===== src/rtl/rv32i_alu.sv =====
// Registered RV32I integer ALU: add/sub, compares, logic, shifts, pass-b; one-cycle latency.
// Optional registered zero flag enabled by defining ALU_ZERO_FLAG_EN.
module rv32i_alu #(
  parameter int XLEN = 32
) (
  input  logic            clk,
  input  logic            rst_n,
  input  logic            in_valid,
  input  logic [XLEN-1:0] a,
  input  logic [XLEN-1:0] b,
  input  logic [3:0]      op,
  output logic [XLEN-1:0] res,
`ifdef ALU_ZERO_FLAG_EN
  output logic            zero,
`endif
  output logic            out_valid
);

  localparam int SHW = $clog2(XLEN);

  typedef enum logic [3:0] {
    OP_ADD   = 4'b0000,
    OP_SLL   = 4'b0001,
    OP_SLT   = 4'b0010,
    OP_SLTU  = 4'b0011,
    OP_XOR   = 4'b0100,
    OP_SRL   = 4'b0101,
    OP_OR    = 4'b0110,
    OP_AND   = 4'b0111,
    OP_SUB   = 4'b1000,
    OP_PASSB = 4'b1001,
    OP_SRA   = 4'b1101
  } alu_op_e;

  logic [SHW-1:0]  shamt;
  logic [XLEN-1:0] f;

  assign shamt = b[SHW-1:0];

  // Decode gated by in_valid so X on idle inputs never reaches the result mux.
  always_comb begin
    f = '0;
    if (in_valid) begin
      case (op)
        OP_ADD:   f = a + b;
        OP_SUB:   f = a - b;
        OP_SLT:   f = {{(XLEN-1){1'b0}}, ($signed(a) < $signed(b))};
        OP_SLTU:  f = {{(XLEN-1){1'b0}}, (a < b)};
        OP_XOR:   f = a ^ b;
        OP_OR:    f = a | b;
        OP_AND:   f = a & b;
        OP_SLL:   f = a << shamt;
        OP_SRL:   f = a >> shamt;
        OP_SRA:   f = $signed(a) >>> shamt;
        OP_PASSB: f = b;
        default:  f = '0;
      endcase
    end
  end

  always_ff @(posedge clk or negedge rst_n) begin
    if (!rst_n) begin
      res       <= '0;
      out_valid <= 1'b0;
`ifdef ALU_ZERO_FLAG_EN
      zero      <= 1'b1;
`endif
    end else begin
      out_valid <= in_valid;
      if (in_valid) begin
        res  <= f;
`ifdef ALU_ZERO_FLAG_EN
        zero <= (f == '0);
`endif
      end
    end
  end

endmodule


===== config.mk =====
export PLATFORM = sky130hd
export DESIGN_NAME = rv32i_alu
export DESIGN_NICKNAME = d
export VERILOG_FILES = /design/src/rtl/rv32i_alu.sv
export SDC_FILE = /design/constraint.sdc
export NUM_CORES = 1
export LEC_CHECK = 0
export ABC_AREA = 1
export CAP_MARGIN = 30
export CORE_AREA = 4 4 143 145
export CTS_CLUSTER_DIAMETER = 200
export DETAILED_ROUTE_END_ITERATION = 16
export DIE_AREA = 0 0 147 149
export GPL_ROUTABILITY_DRIVEN = 1
export PLACE_DENSITY = 0.91
export SYNTH_ARGS = -nofsm -noshare
export SYNTH_HDL_FRONTEND = slang
export SYNTH_SLANG_ARGS = --single-unit

===== constraint.sdc =====
create_clock -name clk -period 1 [get_ports clk]
set_clock_uncertainty 0.2 [all_clocks]
set_input_delay 0.2 -clock clk [delete_from_list [all_inputs] [get_ports clk]]
set_output_delay 0.2 -clock clk [all_outputs]
set_load 0.005 [all_outputs]

==> impl_metrics.yaml, run 1 <==
die:
  initial_utilization_pct: 60.3
  num_rows: 51
  fp.dieW_um: 147
  floorplan.io_pins: 104
  dieHeight_um: 149
logic_synthesis:
  synth_cell_type_count: 43
  yosysWarnings: 0
  seq_area_frac_synth_pct: 7.14
  netlist.top_cell.by_area: "sky130_fd_sc_hd__nand2_1"
  synth.top_cells.by_area: "sky130_fd_sc_hd__nand2_1 (28%), sky130_fd_sc_hd__nand3_1 (18%), sky130_fd_sc_hd__ha_1 (11%)"
  yosys.area.top_type_share_pct: 27.9
  synth_fp_nets: 2474
  async_flop_share_pct: 100
  synth_enable_flop_cells: 0
  synth_seq_cells: 33
  synth_area_per_cell_um2: 5.03
  post_synth_inst_count: 2300
  most_used_dff_post_synth: "sky130_fd_sc_hd__dfrtp_1"
  synthesis.area_um2: 11600
clock_tree:
  clock_path_buffers: 2
  cts_bufs_inserted: 5
  post-cts-setup-buffer-count: 119
  clock_sinks: 33
  cts_hold_buf: 0
  ctsResizeCount: 1326
  clk_root_buf: "sky130_fd_sc_hd__clkbuf_16"
  h_tree_levels: 2
placement:
  dp_hpwl_um: 50900
  gpl.final_weighted_congestion: 1.26
  buffer_ports.inserted: 103
run_status:
  error: "[ERROR DPL-0038] Utilization greater than 100%, impossible to legalize"
  lastStage: "clock tree synthesis"
  run_status: "aborted with a tool error"
Yosys cell counts (2+ instances only):
| master | n |
|---|---|
| sky130_fd_sc_hd__fa_1 | 2 |
| sky130_fd_sc_hd__buf_4 | 8 |
| sky130_fd_sc_hd__and3_1 | 2 |
| sky130_fd_sc_hd__o21ai_0 | 57 |
| sky130_fd_sc_hd__nand4_1 | 25 |
| sky130_fd_sc_hd__nand3b_1 | 3 |
| sky130_fd_sc_hd__o21a_1 | 5 |
| sky130_fd_sc_hd__buf_2 | 56 |
| sky130_fd_sc_hd__o2111ai_1 | 4 |
| sky130_fd_sc_hd__dfrtp_1 | 33 |
| sky130_fd_sc_hd__nand3_1 | 410 |
| sky130_fd_sc_hd__ha_1 | 101 |
| sky130_fd_sc_hd__o211ai_1 | 22 |
| sky130_fd_sc_hd__o21bai_1 | 10 |
| sky130_fd_sc_hd__clkbuf_1 | 26 |
| sky130_fd_sc_hd__nor2_2 | 3 |
| sky130_fd_sc_hd__a21oi_1 | 82 |
| sky130_fd_sc_hd__nor3_1 | 24 |
| sky130_fd_sc_hd__a211oi_1 | 7 |
| sky130_fd_sc_hd__inv_4 | 2 |
| sky130_fd_sc_hd__nor2_1 | 184 |
| sky130_fd_sc_hd__nor4_1 | 3 |
| sky130_fd_sc_hd__and2_1 | 10 |
| sky130_fd_sc_hd__buf_1 | 15 |
| sky130_fd_sc_hd__buf_6 | 2 |
| sky130_fd_sc_hd__nor2_4 | 5 |
| sky130_fd_sc_hd__inv_1 | 286 |
| sky130_fd_sc_hd__o21ai_1 | 12 |
| sky130_fd_sc_hd__nand2_2 | 2 |
| sky130_fd_sc_hd__nand2_1 | 859 |
| sky130_fd_sc_hd__inv_2 | 5 |
| sky130_fd_sc_hd__xor2_1 | 7 |
| sky130_fd_sc_hd__o22ai_1 | 18 |
metrics by stage:
stage | hold slack [ns] | setup WS [ns] | cell area [um^2] | cells | util [%]
floorplan | -0.296 | -1.08 | 11900 | 2300 | -
global placement | 0.265 | -1.93 | 16100 | 2990 | 83.8
detailed placement | 0.270 | -2.11 | 16100 | 2990 | 83.8
kinds of logic after synthesis:
kind of cell / synth area share (%)
simple gates: 56.1
buf+inv: 14.1
compound gates: 11.0
fa+ha+maj: 11.3
flops: 7.14
xor+xnor: 0.530
==> inputs of run 2 (changes only) <==
- CORE_AREA: 4 4 143 145 -> 4 4 176 178
- CTS_CLUSTER_DIAMETER: 200 -> unset
- DIE_AREA: 0 0 147 149 -> 0 0 180 182
- PLACE_DENSITY: 0.91 -> unset
- PLACE_DENSITY_LB_ADDON: unset -> 0.15
==> run 2 against run 1 <==
The flow now finishes, with violations (setup timing). Synthesized area is the same. Synthesized cell count is the same.
==> impl_metrics.yaml, run 2 <==
timing:
  min_cycle_time_layout_ns: 2.07
  finalMaxSlewViolations: 0
  rsz0062_at_grt: "true"
  setup_viol: 65
  finalHoldViolations: 0
  finalWorstSetupSlack_ns: -1.07
  hold_ws_ns: 0.108
  max-slew-margin-rel_pct: 66.7
  worst_pin_slew_ns: 0.498
  maxClockFrequency_mhz: 483
  timing.final.crit_share_pct: 207
setup_path:
  startpoint_type: "input pin"
  worstReg2RegEnd: "res[27]"
  setup.worst_path.end_class: "flop"
  critPathKind: "input pin to flop"
  timing.rr.start: "res[27]"
  worstPathRequired_ns: 1.00
  path_max_fanout: 5
  arrival_time_worst_endpoint_ns: 2.07
  r2r_setup_slack_ns: -0.06
  reg2reg_depth: 4
die:
  fp.dieArea_um2: 32800
  initial_utilization_pct: 39.4
  floorplan.io_pins: 104
  fp.dieW_um: 180
  placeableCoreArea_um2: 29400
  dieHeight_um: 182
  num_rows: 63
finish:
  num-nets-final: 3074
  largest_register: "res"
  final_cell_mix: "sky130_fd_sc_hd__nand2_1 (567), sky130_fd_sc_hd__buf_4 (492), sky130_fd_sc_hd__nand3_1 (283)"
  layout_commonest_cell: "sky130_fd_sc_hd__nand2_1"
  post_route_cells_drive_above_1_share_pct: 52.8
  max_ffs_per_register: 32
  num-fill-cells: 2393
  utilization_pct: 73.0
  antenna_cells_inserted: 0
  layoutNonFillerInstCount: 3291
  largest_registers: "res (32), out_valid (1)"
  area_delta_synth_final_pct: 85.6
logic_synthesis:
  synth_compound_area_share_pct: 11.0
  synth_seq_cells: 33
  post_synth_and_or_nand_nor_area_fraction_pct: 56.1
  muxShareOfSynthArea_pct: 0
  combinational_family_with_the_most_area_after_synthesis: "simple AND/OR/NAND/NOR gates"
  synth_enable_flop_cells: 0
  post_synth_most_frequent_cells: "sky130_fd_sc_hd__nand2_1 (859), sky130_fd_sc_hd__nand3_1 (410), sky130_fd_sc_hd__inv_1 (286)"
  most_used_dff_post_synth: "sky130_fd_sc_hd__dfrtp_1"
  synth.top_cells.by_area: "sky130_fd_sc_hd__nand2_1 (28%), sky130_fd_sc_hd__nand3_1 (18%), sky130_fd_sc_hd__ha_1 (11%)"
  synth_area_per_cell_um2: 5.03
  synth_fp_nets: 2474
  yosys.area.top_type_share_pct: 27.9
  synth_cell_type_count: 43
  post_synth_inst_count: 2300
  netlist.top_cell.by_area: "sky130_fd_sc_hd__nand2_1"
  seq_area_frac_synth_pct: 7.14
  synthMostInstantiatedCell: "sky130_fd_sc_hd__nand2_1"
  async_flop_share_pct: 100
  adder_cell_fraction_of_synth_area_pct: 11.3
  synthesis.area_um2: 11600
  yosysWarnings: 0
  synth_xor_xnor_area_share_pct: 0.530
clock_tree:
  cts_bufs_inserted: 5
  clock_sinks: 33
  clock_path_buffers: 2
  clock_tree_from_tritoncts: "built"
  clk_root_buf: "sky130_fd_sc_hd__clkbuf_16"
  h_tree_levels: 2
  clkSlewWorstSetupHoldPaths_ns: 0.07
  cts_hold_buf: 0
  clock_insertion_delay_worst_skew_ns: 0.30
global_routing:
  remaining_global_route_overflow: 0
  grt_pass1_vias: 18342
  grt_antenna_before_repair: 0
  grt_max_degree: 65
  grt_first_pass_wirelength_um: 105000
  grtUsageTotal_pct: 41.1
power_and_ir_drop:
  leakage_uw: 0.0112
  power_density_nw_per_um2: 718
  vdd.ir_drop.worst_v: 0.000596
detailed_routing:
  detailroute.via_count: 18949
  drt-wirelength-per-cell_um: 21.9
  drt-initial-drc-count: 2005
  routed_wirelength_um: 72100
  ant_nets: 0
  route.detailed.vias_per_inst: 5.76
  post-route-drc-count: 0
  detailedRoute.firstPassIterationCount: 7
run:
  drv_cap: 0
placement:
  dp_hpwl_um: 55200
  gpl.final_weighted_congestion: 1.02
  post_place_setup_slack_ns: -2.17
  numPlacedInstances: 3179
  buffer_ports.inserted: 103
min_path:
  hold_removal_path_class: "input pin to async pin"
run_status:
  failed_checks: "setup timing"
  run_status: "complete, but fails checks"
run 2: worst max path at each step:
stage / start / end / slack [ns] / cells after the start
floorplan: b[1] / res[0] / -1.08 / 17
global placement: a[11] / res[12] / -2.17 / 15
detailed placement: a[11] / res[16] / -2.17 / 14
CTS: b[0] / res[8] / -1.00 / 16
global route: b[0] / res[10] / -1.17 / 17
finish: a[3] / res[10] / -1.07 / 17
run 2: logic make-up after synthesis:
family                   Yosys count
AO/OA/AOI/OAI                    221
XOR/XNOR                           7
adder cells (fa/ha/maj)          103
buffers and inverters            401
AND/OR/NAND/NOR                 1535
flip-flops                        33
run 2: layer usage:
metal | global-route usage [%] | share of wire (%) | vias to the layer above
met3 | 5.63 | 9.0 | 359
li1 | - | - | 8594
met2 | 67.4 | 45 | 1135
met5 | 0 | 0 | -
met4 | 23.8 | 7.9 | 0
met1 | 51.7 | 38 | 8861
run 2: through the flow:
step	cell area [um^2]	total power (uW)	setup TNS, ns
5_1_grt	21500	16100	-41.54
6_report	21500	15400	-38.16
3_3_place_gp	16700	10200	-72.53
3_5_place_dp	16700	10300	-73.86
2_1_floorplan	11900	5750	-31.72
4_1_cts	20100	14100	-36.80
run 2: critical path, stage by stage:
cell                       delay (ns)
sky130_fd_sc_hd__buf_2           0.11
sky130_fd_sc_hd__inv_2           0.05
sky130_fd_sc_hd__ha_4            0.31
sky130_fd_sc_hd__buf_6           0.15
sky130_fd_sc_hd__nand2_1         0.07
sky130_fd_sc_hd__nor2_1          0.11
sky130_fd_sc_hd__nand2_1         0.07
sky130_fd_sc_hd__nand3b_1        0.15
sky130_fd_sc_hd__nand2_2         0.10
sky130_fd_sc_hd__nand2_4         0.11
sky130_fd_sc_hd__nand2_1         0.07
sky130_fd_sc_hd__nand3_1         0.12
sky130_fd_sc_hd__nand2_1         0.08
sky130_fd_sc_hd__nor2_2          0.17
sky130_fd_sc_hd__nand2_2         0.08
sky130_fd_sc_hd__nand2_1         0.06
sky130_fd_sc_hd__nand2_1         0.04
run 2: cell type report:
type	instances	area [um^2]	share of cell area [%]
well taps	390	488	2.27
clock inverters	3	17.5	0.0816
multi-input cells	1866	12800	59.6
clock buffers	5	125	0.583
flip-flops and latches	33	830	3.86
repair buffers	701	6030	28.1
inverters	293	1200	5.57
run 2: power by group:
group / switching (uW) / internal [uW]
clock network: 748 / 918
registers: 149 / 1520
logic: 6900 / 5190
total: 7790 / 7620
run 2: what timing repair did:
action,CTS,global route
endpoints found under the setup margin,65,65
cloned,5,1
pin swaps,301,186
resized for setup,1266,295
buffers inserted,69,33
Power figures use the tool's default switching activity.
